$ cat src/rtl/config_loader.sv
// Serial configuration loader: streams host words bit-serially into a PE config chain.
// Optional readback verification of the chain is enabled by defining LOADER_READBACK_EN.
module config_loader #(
    parameter int unsigned CHAIN_LEN = 16,
    parameter int unsigned WORD_W    = 8
) (
    input  logic              clk,
    input  logic              reset,
    input  logic              start,
    input  logic [WORD_W-1:0] word_in,
    input  logic              word_valid,
    output logic              word_ready,
    output logic              chain_data,
    output logic              chain_shift,
    output logic              chain_reset,
    input  logic              chain_tap,
    output logic              busy,
    output logic              done,
    output logic              mismatch
);

    localparam int unsigned CNT_W = $clog2(CHAIN_LEN + 1);
    localparam int unsigned IDX_W = (WORD_W > 1) ? $clog2(WORD_W) : 1;

`ifdef LOADER_READBACK_EN
    typedef enum logic [2:0] {S_IDLE, S_CLEAR, S_LOAD, S_VERIFY, S_DONE} state_e;
`else
    typedef enum logic [2:0] {S_IDLE, S_CLEAR, S_LOAD, S_DONE} state_e;
`endif

    state_e             state_q, state_d;
    logic [WORD_W-1:0]  buf_q, buf_d;
    logic               full_q, full_d;
    logic [IDX_W-1:0]   idx_q, idx_d;
    logic [CNT_W-1:0]   cnt_q, cnt_d;
    logic [CNT_W-1:0]   req_q, req_d;
    logic [CNT_W-1:0]   req_sat;
`ifdef LOADER_READBACK_EN
    logic [CHAIN_LEN-1:0] shadow_q, shadow_d;
    logic                 mismatch_q, mismatch_d;
`endif

    logic load_shift, last_bit, word_end, drain, ready, accept;

    // Buffer drains on its last word bit or on the final chain bit, so the next word can land the same cycle
    always_comb begin
        load_shift = (state_q == S_LOAD) && full_q;
        last_bit   = (cnt_q == CNT_W'(CHAIN_LEN - 1));
        word_end   = (idx_q == IDX_W'(WORD_W - 1));
        drain      = load_shift && (word_end || last_bit);
        ready      = (state_q == S_LOAD) && (!full_q || drain) && (32'(req_q) < CHAIN_LEN);
        accept     = ready && word_valid;
        if (32'(req_q) + WORD_W >= CHAIN_LEN) begin
            req_sat = CNT_W'(CHAIN_LEN);
        end else begin
            req_sat = CNT_W'(32'(req_q) + WORD_W);
        end
    end

    always_ff @(posedge clk or posedge reset) begin
        if (reset) begin
            state_q <= S_IDLE;
        end else begin
            state_q <= state_d;
        end
    end

    always_comb begin
        state_d = state_q;
        case (state_q)
            S_IDLE:   if (start) state_d = S_CLEAR;
            S_CLEAR:  state_d = S_LOAD;
`ifdef LOADER_READBACK_EN
            S_LOAD:   if (load_shift && last_bit) state_d = S_VERIFY;
            S_VERIFY: if (last_bit) state_d = S_DONE;
`else
            S_LOAD:   if (load_shift && last_bit) state_d = S_DONE;
`endif
            S_DONE:   state_d = S_IDLE;
            default:  state_d = S_IDLE;
        endcase
    end

    always_comb begin
        word_ready  = 1'b0;
        chain_data  = 1'b0;
        chain_shift = 1'b0;
        chain_reset = 1'b0;
        busy        = (state_q != S_IDLE);
        done        = (state_q == S_DONE);
        mismatch    = 1'b0;
        case (state_q)
            S_CLEAR: chain_reset = 1'b1;
            S_LOAD: begin
                word_ready  = ready;
                chain_shift = full_q;
                chain_data  = full_q & buf_q[0];
            end
`ifdef LOADER_READBACK_EN
            S_VERIFY: begin
                chain_shift = 1'b1;
                chain_data  = chain_tap;
            end
`endif
            default: ;
        endcase
`ifdef LOADER_READBACK_EN
        mismatch = mismatch_q;
`endif
    end

    always_comb begin
        buf_d  = buf_q;
        full_d = full_q;
        idx_d  = idx_q;
        cnt_d  = cnt_q;
        req_d  = req_q;
`ifdef LOADER_READBACK_EN
        shadow_d   = shadow_q;
        mismatch_d = mismatch_q;
`endif
        if ((state_q == S_IDLE) && start) begin
            full_d = 1'b0;
            idx_d  = '0;
            cnt_d  = '0;
            req_d  = '0;
`ifdef LOADER_READBACK_EN
            mismatch_d = 1'b0;
`endif
        end
        if (load_shift) begin
            buf_d = buf_q >> 1;
            idx_d = idx_q + 1'b1;
            cnt_d = cnt_q + 1'b1;
            if (drain) full_d = 1'b0;
`ifdef LOADER_READBACK_EN
            shadow_d = (shadow_q >> 1) | (CHAIN_LEN'(buf_q[0]) << (CHAIN_LEN - 1));
            if (last_bit) cnt_d = '0;
`endif
        end
        if (accept) begin
            buf_d  = word_in;
            full_d = 1'b1;
            idx_d  = '0;
            req_d  = req_sat;
        end
`ifdef LOADER_READBACK_EN
        // Rotate the shadow alongside the recirculating chain; bit 0 always lines up with the tap
        if (state_q == S_VERIFY) begin
            cnt_d    = cnt_q + 1'b1;
            shadow_d = (shadow_q >> 1) | (CHAIN_LEN'(shadow_q[0]) << (CHAIN_LEN - 1));
            if (chain_tap != shadow_q[0]) mismatch_d = 1'b1;
        end
`endif
    end

    always_ff @(posedge clk or posedge reset) begin
        if (reset) begin
            buf_q  <= '0;
            full_q <= 1'b0;
            idx_q  <= '0;
            cnt_q  <= '0;
            req_q  <= '0;
`ifdef LOADER_READBACK_EN
            shadow_q   <= '0;
            mismatch_q <= 1'b0;
`endif
        end else begin
            buf_q  <= buf_d;
            full_q <= full_d;
            idx_q  <= idx_d;
            cnt_q  <= cnt_d;
            req_q  <= req_d;
`ifdef LOADER_READBACK_EN
            shadow_q   <= shadow_d;
            mismatch_q <= mismatch_d;
`endif
        end
    end

endmodule

$ cat config.mk
export PLATFORM = sky130hd
export DESIGN_NAME = config_loader
export DESIGN_NICKNAME = d
export VERILOG_FILES = /design/src/rtl/config_loader.sv
export SDC_FILE = /design/constraint.sdc
export NUM_CORES = 1
export LEC_CHECK = 0
export ABC_AREA = 1
export BUFFER_PORTS_ARGS = -buffer_cell sky130_fd_sc_hd__buf_2
export CAP_MARGIN = 20
export CORE_MARGIN = 2
export CORE_UTILIZATION = 55
export CTS_CLUSTER_SIZE = 28
export DETAILED_ROUTE_END_ITERATION = 8
export MAX_ROUTING_LAYER = met4
export PLACE_DENSITY = 0.8
export SYNTH_ARGS = -nofsm -noshare
export SYNTH_HDL_FRONTEND = slang
export SYNTH_SLANG_ARGS = --single-unit
$ cat constraint.sdc
create_clock -name clk -period 2.45 [get_ports clk]
set_input_delay 0.49 -clock clk [delete_from_list [all_inputs] [get_ports clk]]
set_output_delay 0.49 -clock clk [all_outputs]
set_load 0.02 [all_outputs]
# Word-level counts from Yosys, hierarchy flattened
# Index checks and enable logic that the tools add are counted.
op_classes:
  n_lt_le_gt_ge: 2
  mux: 20
  eq_ne: 7
  n_reduce_logical: 17
  add_sub_neg: 3
  n_bitwise: 1
ops:
  columns: ["op", "count"]
  rows:
  - ["32-bit by 5-bit greater-or-equal comparator with 1-bit output, second input constant", 1]
  - ["5-bit two-way mux", 4]
  - ["8-bit two-way mux", 2]
  - ["3-bit two-way mux", 5]
  - ["3-bit case mux with 3 select lines", 1]
  - ["1-bit two-way mux", 8]
  - ["1-bit logical AND", 7]
  - ["5-bit by 4-bit adder with 6-bit output, second input constant", 1]
  - ["3-bit by 2-bit equality test with 1-bit output, second input constant", 2]
  - ["2-bit nonzero test", 3]
  - ["3-bit nonzero test", 2]
  - ["5-bit by 1-bit adder with 5-bit output, second input constant", 1]
  - ["5-bit by 4-bit equality test with 1-bit output, second input constant", 1]
  - ["5-bit less-than comparator, second input constant", 1]
  - ["3-bit by 1-bit adder with 3-bit output, second input constant", 1]
  - ["3-bit by 1-bit equality test with 1-bit output, second input constant", 1]
  - ["3-bit equality test, second input constant", 1]
  - ["3-bit zero test", 1]
  - ["1-bit logical OR", 2]
  - ["2-bit by 1-bit != test with 1-bit output, second input constant", 1]
  - ["2-bit != test, second input constant", 1]
  - ["2-bit AND reduction", 1]
  - ["1-bit bitwise AND", 1]
  - ["1-bit zero test", 1]
word_totals:
  reg_bits: 25
  wordCells: 56
  output_inout_bits: 7

# Longest topological paths before layout
# Gate-level depths: netlist of run 1.
depth:
  ltp_word: 8
  mapped_depth: 11
  depth_no_buf: 10

# Least setup slack after synthesis of run 1
# Ideal clock, no wire load.
synth_timing:
  path_type: "register to output"
  startpoint: "register cnt_q[0]"
  endpoint: "output word_ready"
  t_arrival_ps: 1532
  stages_incl_launch_ff: 10
  path_buffers: 1
  setup_slack_ps: 428
  cell_sequence: "dfrtp_1 -> ha_1 -> nand2_1 -> nor2_1 -> ha_1 -> o21ai_1 -> nand2_1 -> clkbuf_8 -> nand2_1 -> nor2_1"
synth_between:
  elab_chain_len: 7
synth_lines:
  columns: ["element", "line_no", "text"]
  rows:
  - ["start, declared", "35", "logic [CNT_W-1:0] cnt_q, cnt_d;"]
  - ["start signal, assigned", "172", "cnt_q <= cnt_d;"]
  - ["5-bit by 4-bit equality test with 1-bit output", "48", "last_bit = (cnt_q == CNT_W'(CHAIN_LEN - 1));"]
  - ["1-bit logical OR", "50", "drain = load_shift && (word_end || last_bit);"]
  - ["1-bit logical AND", "50", null]
  - ["1-bit logical OR", "51", "ready = (state_q == S_LOAD) && (!full_q || drain) && (32'(req_q) < CHAIN_LEN);"]
  - ["1-bit logical AND (2 in series)", "51", null]
  - ["1-bit two-way mux", "92", "case (state_q)"]
  - ["end, declared", "12", "output logic word_ready,"]
# No other way between the ends.

# Worst setup path in the final report of run 1
# Same ends and word-level chain as after synthesis.

==> run_results.csv, run 1 <==
group,metric,value,unit
place,place_congestion,0.764,
drt,first_pass_iters,4,
finish,nNetsFinal,186,
synth,synth.most_common_cell,"nand2_1",
clock_tree,ctsRootBufferMaster,"clkbuf_4",
synth,syn_nets,169,
drt,routed_wl,2130,um
floorplanning,fp.dieH,51,um
sta,setup_viol,0,
synth,synth_commonest_cells,"49 x nand2_1, 21 x dfrtp_1, 17 x inv_1",
synth,synth_top_family_by_area,"simple AND/OR/NAND/NOR gates",
clock_tree,path_clk_slew,120,ps
floorplanning,die_x,51,um
synth,ys_warn_count,0,
sta,finClkSkew,4.39,ps
setup_path,cp.arrival,1840,ps
floorplanning,die-area,2600,sq um
synth,synthArstFlopShare,1.00,
setup_path,cp_max_fo,4,
synth,synth_compound_area_frac,0.0484,
floorplanning,core,2150,sq um
clock_tree,cts_buffers,3,
sta,post-route-period-util,0.950,
sta,hold_slack,303,ps
clock_tree,cts_tree,"built",
finish,diodes,0,
finish,synthToLayoutAreaGrowth,7.72,%
drt,postRouteAntennaNets,0,
clock_tree,clock_sinks,21,
power,ir_drop,759,uV
synth,synthCells,148,
worst_hold_path,hold_class,"in -> async",
synth,synth_top_area_share,0.433,
setup_path,cp.required,1960,ps
clock_tree,cts_setup_buffers,0,
sta,setup_tns,0,ps
sta,hold_violations,0,
synth,ys_seq_area_frac,0.433,
synth,synth-simple-area-share,0.310,
run,maxCapViolCount,0,
synth,yosysUniqueCellTypes,22,
global_route,grt_pass1_vias,916,
synth,synth_adder_area_share,0.0824,
drt,drt_iter0_drc,20,
global_route,grt_start_max_net_pins,23,
floorplanning,rows,17,
drt,vias,970,
global_route,grt_pass1_wl,3830,um
floorplanning,ioPinCount,20,
floorplanning,start_util,0.566,
sta,layout_setup_ws,122,ps
power,p_leak,0.000758,uW
synth,avgSynthCellArea,8.21,sq um
sta,rsz0062_at_grt,"false",
synth,synth_edf_count,0,
synth,synth_mux_area_frac,0,
setup_path,endpoint_kind,"output pin",
synth,yosysTopAreaCell,"dfrtp_1",
setup_path,cp-start-kind,"register",
place,numPortBuffers,17,
synth,yosys-top-cells-area,"dfrtp_1 43%, nand2_1 15%, ha_1 8.2%",
drt,avgRoutedWirePerCell,11.1,um
sta,min_period,2330,ps
clock_tree,clock_latency,310,ps
finish,fill_cells,202,
finish,regArea,526,sq um
clock_tree,clk_path_buf_depth,2,
place,dp_slack,479,ps
setup_path,crit_type,"reg -> out",
sta,slew_headroom,0.474,
run_status,outcome,"complete, no violations",
power,power.density,1230,nW/um^2
sta,worstMarginPinSlew,787,ps
sta,fmax,430,MHz
global_route,gr-total-overflow,0,
drt,drc,0,
global_route,antenna_found_initial,0,
clock_tree,htreeDepth,1,
finish,finalCoreUtilization,0.609,
synth,synth-seq-cells,21,
place,hpwlAfterDp,1530,um
finish,multi_input_area,551,sq um
finish,drive_gt1_frac,0.171,
drt,via_per_inst,5.05,
synth,synth_xor_area_frac,0.00721,
synth,synth_flop_cell,"dfrtp_1",
synth,syn-cell-area,1210,sq um
sta,timing.final.max_slew_violations,0,
global_route,grt_use_total,0.204,
state kept, by name (all words and copies together) (netlist names):
register,count
full_q,1
state_q,2
idx_q,3
cnt_q,5
buf_q,8
req_q,2
kinds of logic after synthesis:
group | after synthesis
buffers and inverters | 26
and+or+nand+nor | 81
DFF | 21
adders and majority gates | 8
xor gates and xnor gates | 1
other | 1
AOI/OAI and AO/OA | 10
cell type report:
cell class	instances	area share
multi-input cells	101	0.421
flip-flops and latches	21	0.402
repair buffers	19	0.0765
inverters	19	0.0545
well taps	28	0.0268
clock buffers	4	0.0201
worst max-delay path, stage by stage, from the launching register on:
cell	delay [ps]
dfrtp_1	440
ha_1	220
nand2_1	90
nor2_1	50
ha_1	200
o21ai_1	180
nand2_1	90
nand2_1	70
nor2_1	40
buf_2	160
power breakdown:
part | internal (uW) | total, uW | switching, uW
Sequential | 513 | 629 | 115
Clock | 63.6 | 171 | 107
Combinational | 297 | 811 | 515
cell usage in the layout, fill, tap and decap left out, types with 2 or more instances in the layout:
cell	n
a21oi_1	2
buf_2	17
buf_4	2
clkbuf_4	3
dfrtp_1	21
ha_1	8
inv_1	17
inv_2	2
nand2_1	48
nand3_1	14
nand4_1	9
nor2_1	6
o21ai_0	2
o21ai_1	2
o22ai_1	2
routing by layer:
layer / GRT usage / part of all wire
met1: 0.252 / 0.46
met2: 0.303 / 0.49
met3: 0.0409 / 0.028
met4: 0.135 / 0.024
met5: - / 0
path summary, 6_finish.rpt:
kind	start	endpoint	slack, ps	cells past startpoint
worst max-delay path	cnt_q[0]$_DFFE_PP0P_	word_ready	120	9
worst min-delay path	reset	cnt_q[4]$_DFFE_PP0P_	300	2
worst max register to register	cnt_q[0]$_DFFE_PP0P_	buf_q[0]$_DFFE_PP0P_	510	11
worst min register to register	idx_q[2]$_DFFE_PP0P_	idx_q[2]$_DFFE_PP0P_	520	2
max in group asynchronous	reset	buf_q[6]$_DFFE_PP0P_	1660	2
min in group clk	word_in[7]	buf_q[7]$_DFFE_PP0P_	430	3
what timing repair did:
action,CTS,global route
hold buffers,0,0
setup endpoints to repair,0,1
endpoints found under the hold margin,0,0
gates resized for setup,0,1
per-stage QoR:
step / total power [uW] / cells / area (sq um)
floorplan: 1300 / 148 / 1210
global placement: 1400 / 188 / 1280
detailed placement: 1440 / 188 / 1280
CTS: 1620 / 192 / 1310
global route: 1780 / 192 / 1310
finish: 1610 / 192 / 1310
No activity file was read; power rests on OpenSTA's default activity.
==> run 2: changes to the inputs <==
REMOVE_ABC_BUFFERS = 1   (was default)
==> run_results.csv, run 2 (synthesis results as in run 1) <==
group,metric,value,unit
run_status,outcome,"complete, no violations",
global_route,grt_pass1_wl,4020,um
setup_path,critical_path.most_common_cell,"nand2_1",
drt,vias,1001,
drt,drc,0,
global_route,antenna_found_initial,0,
floorplanning,ioPinCount,20,
floorplanning,start_util,0.566,
sta,worstMarginPinSlew,756,ps
floorplanning,fp.dieH,51,um
finish,final_cell_mix,"49 x nand2_1, 21 x dfrtp_1, 17 x inv_1, 17 x buf_2, 14 x nand3_1",
worst_hold_path,hold_class,"in -> async",
setup_path,rrSetupSlack,540,ps
clock_tree,ctsResizeCount,0,
setup_path,cp.required,1960,ps
sta,post-route-period-util,0.938,
sta,setup_tns,0,ps
floorplanning,die-area,2600,sq um
floorplanning,rows,17,
drt,via_per_inst,5.21,
finish,top_regs,"buf_q (8), cnt_q (5), idx_q (3)",
drt,avgRoutedWirePerCell,11.3,um
drt,first_pass_iters,4,
power,power.density,1230,nW/um^2
sta,timing.final.max_slew_violations,0,
finish,synthToLayoutAreaGrowth,7.83,%
drt,drt_iter0_drc,15,
finish,largest_reg_flops,8,
finish,largest-register,"buf_q",
power,ir_drop,854,uV
sta,setup_viol,0,
clock_tree,cts_setup_buffers,0,
drt,routed_wl,2170,um
sta,hold_violations,0,
setup_path,reg2reg_depth,11,
clock_tree,ctsRootBufferMaster,"clkbuf_4",
clock_tree,clock_latency,300,ps
setup_path,reg2reg_from,"cnt_q[0]$_DFFE_PP0P_",
setup_path,cp_max_fo,4,
global_route,grt_pass1_vias,963,
setup_path,cp.arrival,1810,ps
setup_path,crit_type,"reg -> out",
floorplanning,core,2150,sq um
global_route,gr-total-overflow,0,
sta,slew_headroom,0.495,
setup_path,endpoint_kind,"output pin",
setup_path,critPathSlowestCell,"dfrtp_1",
global_route,grt_start_max_net_pins,23,
finish,fill_cells,212,
finish,final_common_cell,"nand2_1",
finish,diodes,0,
drt,postRouteAntennaNets,0,
clock_tree,htreeDepth,1,
clock_tree,cts_buffers,3,
setup_path,path_cells,"ha_1 > nand2_1 > nor2_1 > ha_1 > o21ai_2 > nand2_1 > nand2_1 > nor2_1 > buf_2",
power,power.total,1610,uW
run,maxCapViolCount,0,
clock_tree,cts_hold_buf,0,
clock_tree,path_clk_slew,110,ps
sta,min_period,2300,ps
clock_tree,cts_tree,"built",
clock_tree,clk_path_buf_depth,2,
sta,rsz0062_at_grt,"false",
place,place_congestion,0.776,
finish,nNetsFinal,186,
sta,finClkSkew,5.45,ps
setup_path,r2r_end,"buf_q[5]$_DFFE_PP0P_",
setup_path,cpPeakStageDelay,430,ps
clock_tree,clock_sinks,21,
setup_path,cp-start-kind,"register",
power,p_leak,0.000757,uW
place,numPortBuffers,17,
finish,drive_gt1_frac,0.171,
global_route,grt_use_total,0.207,
place,hpwlAfterDp,1620,um
sta,fmax,435,MHz
floorplanning,die_x,51,um
## run 2: changes by cell type in the layout (fill, tap and decap cells not counted)
| cell | delta |
|---|---|
| o21ai_2 | +1 |
| nand2_1 | +1 |
| nand2_2 | -1 |
| o21ai_1 | -1 |
## run 2: report_power, final
group	total (uW)	switching (uW)	internal, uW
registers	632	118	514
clock network	162	98.4	63.4
logic	815	517	297
total	1610	734	875
## run 2: worst max-delay path by stage
stage	depth (start not counted)	from	end	slack, ps
floorplan	8	cnt_q[0]$_DFFE_PP0P_	word_ready	430
global placement	9	cnt_q[0]$_DFFE_PP0P_	word_ready	520
detailed placement	9	cnt_q[0]$_DFFE_PP0P_	word_ready	480
CTS	9	cnt_q[0]$_DFFE_PP0P_	word_ready	120
global route	9	cnt_q[0]$_DFFE_PP0P_	word_ready	20
finish	9	cnt_q[0]$_DFFE_PP0P_	word_ready	150
## run 2: cell type report
| cell class | instances | area (sq um) | area share |
|---|---|---|---|
| inverters | 19 | 71.3 | 0.0544 |
| flip-flops and latches | 21 | 526 | 0.401 |
| clock buffers | 4 | 26.3 | 0.0201 |
| well taps | 28 | 35.0 | 0.0267 |
| multi-input cells | 101 | 552 | 0.421 |
| repair buffers | 19 | 100 | 0.0764 |
## run 2: metrics by stage
stage | setup WS, ps | area, sq um | utilization | hold WS, ps | std cells
after global routing | 18.2 | 1310 | 0.610 | 382 | 192
after global placement | 523 | 1280 | 0.596 | 482 | 188
after CTS | 125 | 1310 | 0.608 | 335 | 192
after floorplan | 433 | 1140 | - | 467 | 141
final | 152 | 1310 | 0.610 | 302 | 192
after detailed placement | 479 | 1280 | 0.596 | 495 | 188
## run 2: critical path: cells and delay by family, from the launching register on
kind	cells	cell delay, ps
adder cells (fa/ha/maj)	2	420
AO/OA/AOI/OAI	1	160
buffers and inverters	1	160
AND/OR/NAND/NOR	5	340
flip-flops	1	430
## run 2: per-layer routing
layer | share of wire | track usage
met1 | 0.45 | 0.250
met2 | 0.52 | 0.359
met3 | 0.023 | 0.0263
met4 | 0.012 | 0.0676
met5 | 0 | -
==> run 3: changes to the inputs <==
CORE_MARGIN = 4   (was 2)
SETUP_SLACK_MARGIN = 0.2   (was default)
==> run_results.csv, run 3 (synthesis results as in run 1) <==
group,metric,value,unit
finish,fill_cells,183,
floorplanning,ioPinCount,20,
clock_tree,htreeDepth,1,
floorplanning,die_x,55,um
setup_path,cp.required,1960,ps
drt,drt_iter0_drc,17,
setup_path,cpPeakStageDelay,420,ps
sta,slew_headroom,0.468,
place,hpwlAfterDp,1610,um
power,power.density,1220,nW/um^2
finish,nNetsFinal,190,
global_route,grt_start_max_net_pins,23,
finish,top_regs,"buf_q (8), cnt_q (5), idx_q (3)",
sta,post-route-period-util,0.904,
global_route,grt_pass1_wl,3820,um
place,place_congestion,0.770,
floorplanning,core,2020,sq um
place,dpl.cell_count,188,
drt,postRouteAntennaNets,0,
setup_path,endpoint_kind,"output pin",
finish,diodes,0,
finish,drive_gt1_frac,0.214,
sta,rsz0062_at_grt,"true",
clock_tree,path_clk_slew,120,ps
finish,fin_cells,195,
power,p_int,905,uW
setup_path,path_cells,"ha_2 > nand2_1 > nor2_1 > ha_2 > o21ai_2 > nand2_1 > nand2_1 > nor2_1 > buf_4",
worst_hold_path,hold_class,"in -> async",
finish,synthToLayoutAreaGrowth,11.1,%
floorplanning,fp.dieH,55,um
drt,via_per_inst,5.08,
clock_tree,clk_path_buf_depth,2,
power,pwr-share-seq,0.377,
power,power_frac_comb,0.524,
drt,routed_wl,2230,um
clock_tree,clock_latency,300,ps
setup_path,critPathSlowestCell,"dfrtp_1",
sta,finClkSkew,5.91,ps
drt,drc,0,
finish,largest_reg_flops,8,
power,swShare,0.453,
floorplanning,rows,16,
drt,avgRoutedWirePerCell,11.4,um
sta,worstMarginPinSlew,798,ps
sta,hold_violations,0,
sta,fmax,451,MHz
drt,first_pass_iters,4,
power,p_leak,0.000776,uW
setup_path,cp-start-kind,"register",
global_route,gr-total-overflow,0,
global_route,antenna_found_initial,0,
power,switchingPower,749,uW
sta,timing.final.max_slew_violations,0,
clock_tree,cts_hold_buf,0,
place,numPortBuffers,17,
setup_path,cp_max_fo,2,
global_route,grt_use_total,0.176,
global_route,grt_pass1_vias,954,
setup_path,crit_type,"reg -> out",
clock_tree,clock_sinks,21,
finish,final_common_cell,"nand2_1",
power,p_clk_frac,0.100,
floorplanning,die-area,3030,sq um
setup_path,cp.arrival,1730,ps
run,maxCapViolCount,0,
finish,largest-register,"buf_q",
clock_tree,ctsRootBufferMaster,"clkbuf_4",
drt,vias,990,
floorplanning,start_util,0.601,
clock_tree,cts_buffers,3,
setup_path,critical_path.most_common_cell,"nand2_1",
power,ir_drop,708,uV
clock_tree,cts_tree,"built",
finish,final_cell_mix,"48 x nand2_1, 21 x dfrtp_1, 17 x inv_1, 16 x buf_2, 14 x nand3_1",
run_status,outcome,"complete, no violations",
sta,min_period,2220,ps
sta,setup_viol,0,
sta,setup_tns,0,ps
==> run 3: cell count changes in the layout (fill, tap and decap cells not counted), sizes merged <==
cell,delta
buf,+4
clkinv,+1
clkbuf,-1
==> run 3: path summary, 6_finish.rpt <==
kind                                            from  cells after the start                      to  slack, ps
worst max-delay path            cnt_q[0]$_DFFE_PP0P_                      9              word_ready        230
worst min-delay path                           reset                      2        full_q$_DFF_PP0_        320
worst max register to register  cnt_q[0]$_DFFE_PP0P_                     11    buf_q[3]$_DFFE_PP0P_        610
worst min register to register  buf_q[0]$_DFFE_PP0P_                      2    buf_q[0]$_DFFE_PP0P_        520
max in group asynchronous                      reset                      2  state_q[1]$_DFFE_PP0P_       1630
min in group clk                          word_in[7]                      3    buf_q[7]$_DFFE_PP0P_        440
==> run 3: cell type report <==
cell class                 instances  area [sq um]  area share
clock buffer                       3          22.5      0.0167
clock inverter                     1          5.00     0.00371
timing repair buffer              23           133      0.0982
tap                               27          33.8      0.0250
sequential                        21           526       0.389
multi-input combinational        101           559       0.414
inverter                          19          71.3      0.0528
==> run 3: worst max-delay path, delay by kind of cell (launching register included) <==
kind / cells / cell delay, ps
compound gates: 1 / 150
fa+ha+maj: 2 / 370
flops: 1 / 420
simple gates: 5 / 330
buf+inv: 1 / 160
==> run 3: routing by layer <==
| metal | vias up | GRT usage | share of wire |
|---|---|---|---|
| met5 | - | - | 0 |
| met4 | 0 | 0.0526 | 0.0036 |
| met3 | 2 | 0.0241 | 0.039 |
| met2 | 18 | 0.313 | 0.48 |
| met1 | 457 | 0.205 | 0.48 |
| li1 | 513 | - | - |
==> run 3: timing repair <==
| item | CTS | global route |
|---|---|---|
| cloned | 0 | 0 |
| setup endpoints to repair | 1 | 2 |
| resized for setup | 1 | 4 |
| buffers inserted | 2 | 1 |
| pin swaps | 1 | 1 |
==> run 3: power groups by stage <==
stage | sequential, uW | combinational (uW) | clock [uW]
after floorplan | 608 | 621 | 0
after global placement | 622 | 788 | 0
after detailed placement | 635 | 822 | 0
after CTS | 621 | 857 | 171
after global routing | 644 | 996 | 182
final | 623 | 866 | 165
==> run 3: per-stage QoR <==
stage	hold slack, ps	worst slack [ps]	instance area, sq um	total power, uW	utilization
global route	378	159	1350	1820	0.668
global placement	485	521	1290	1410	0.636
detailed placement	494	485	1290	1460	0.636
floorplan	467	433	1140	1230	-
finish	322	234	1350	1650	0.668
CTS	350	210	1330	1650	0.659
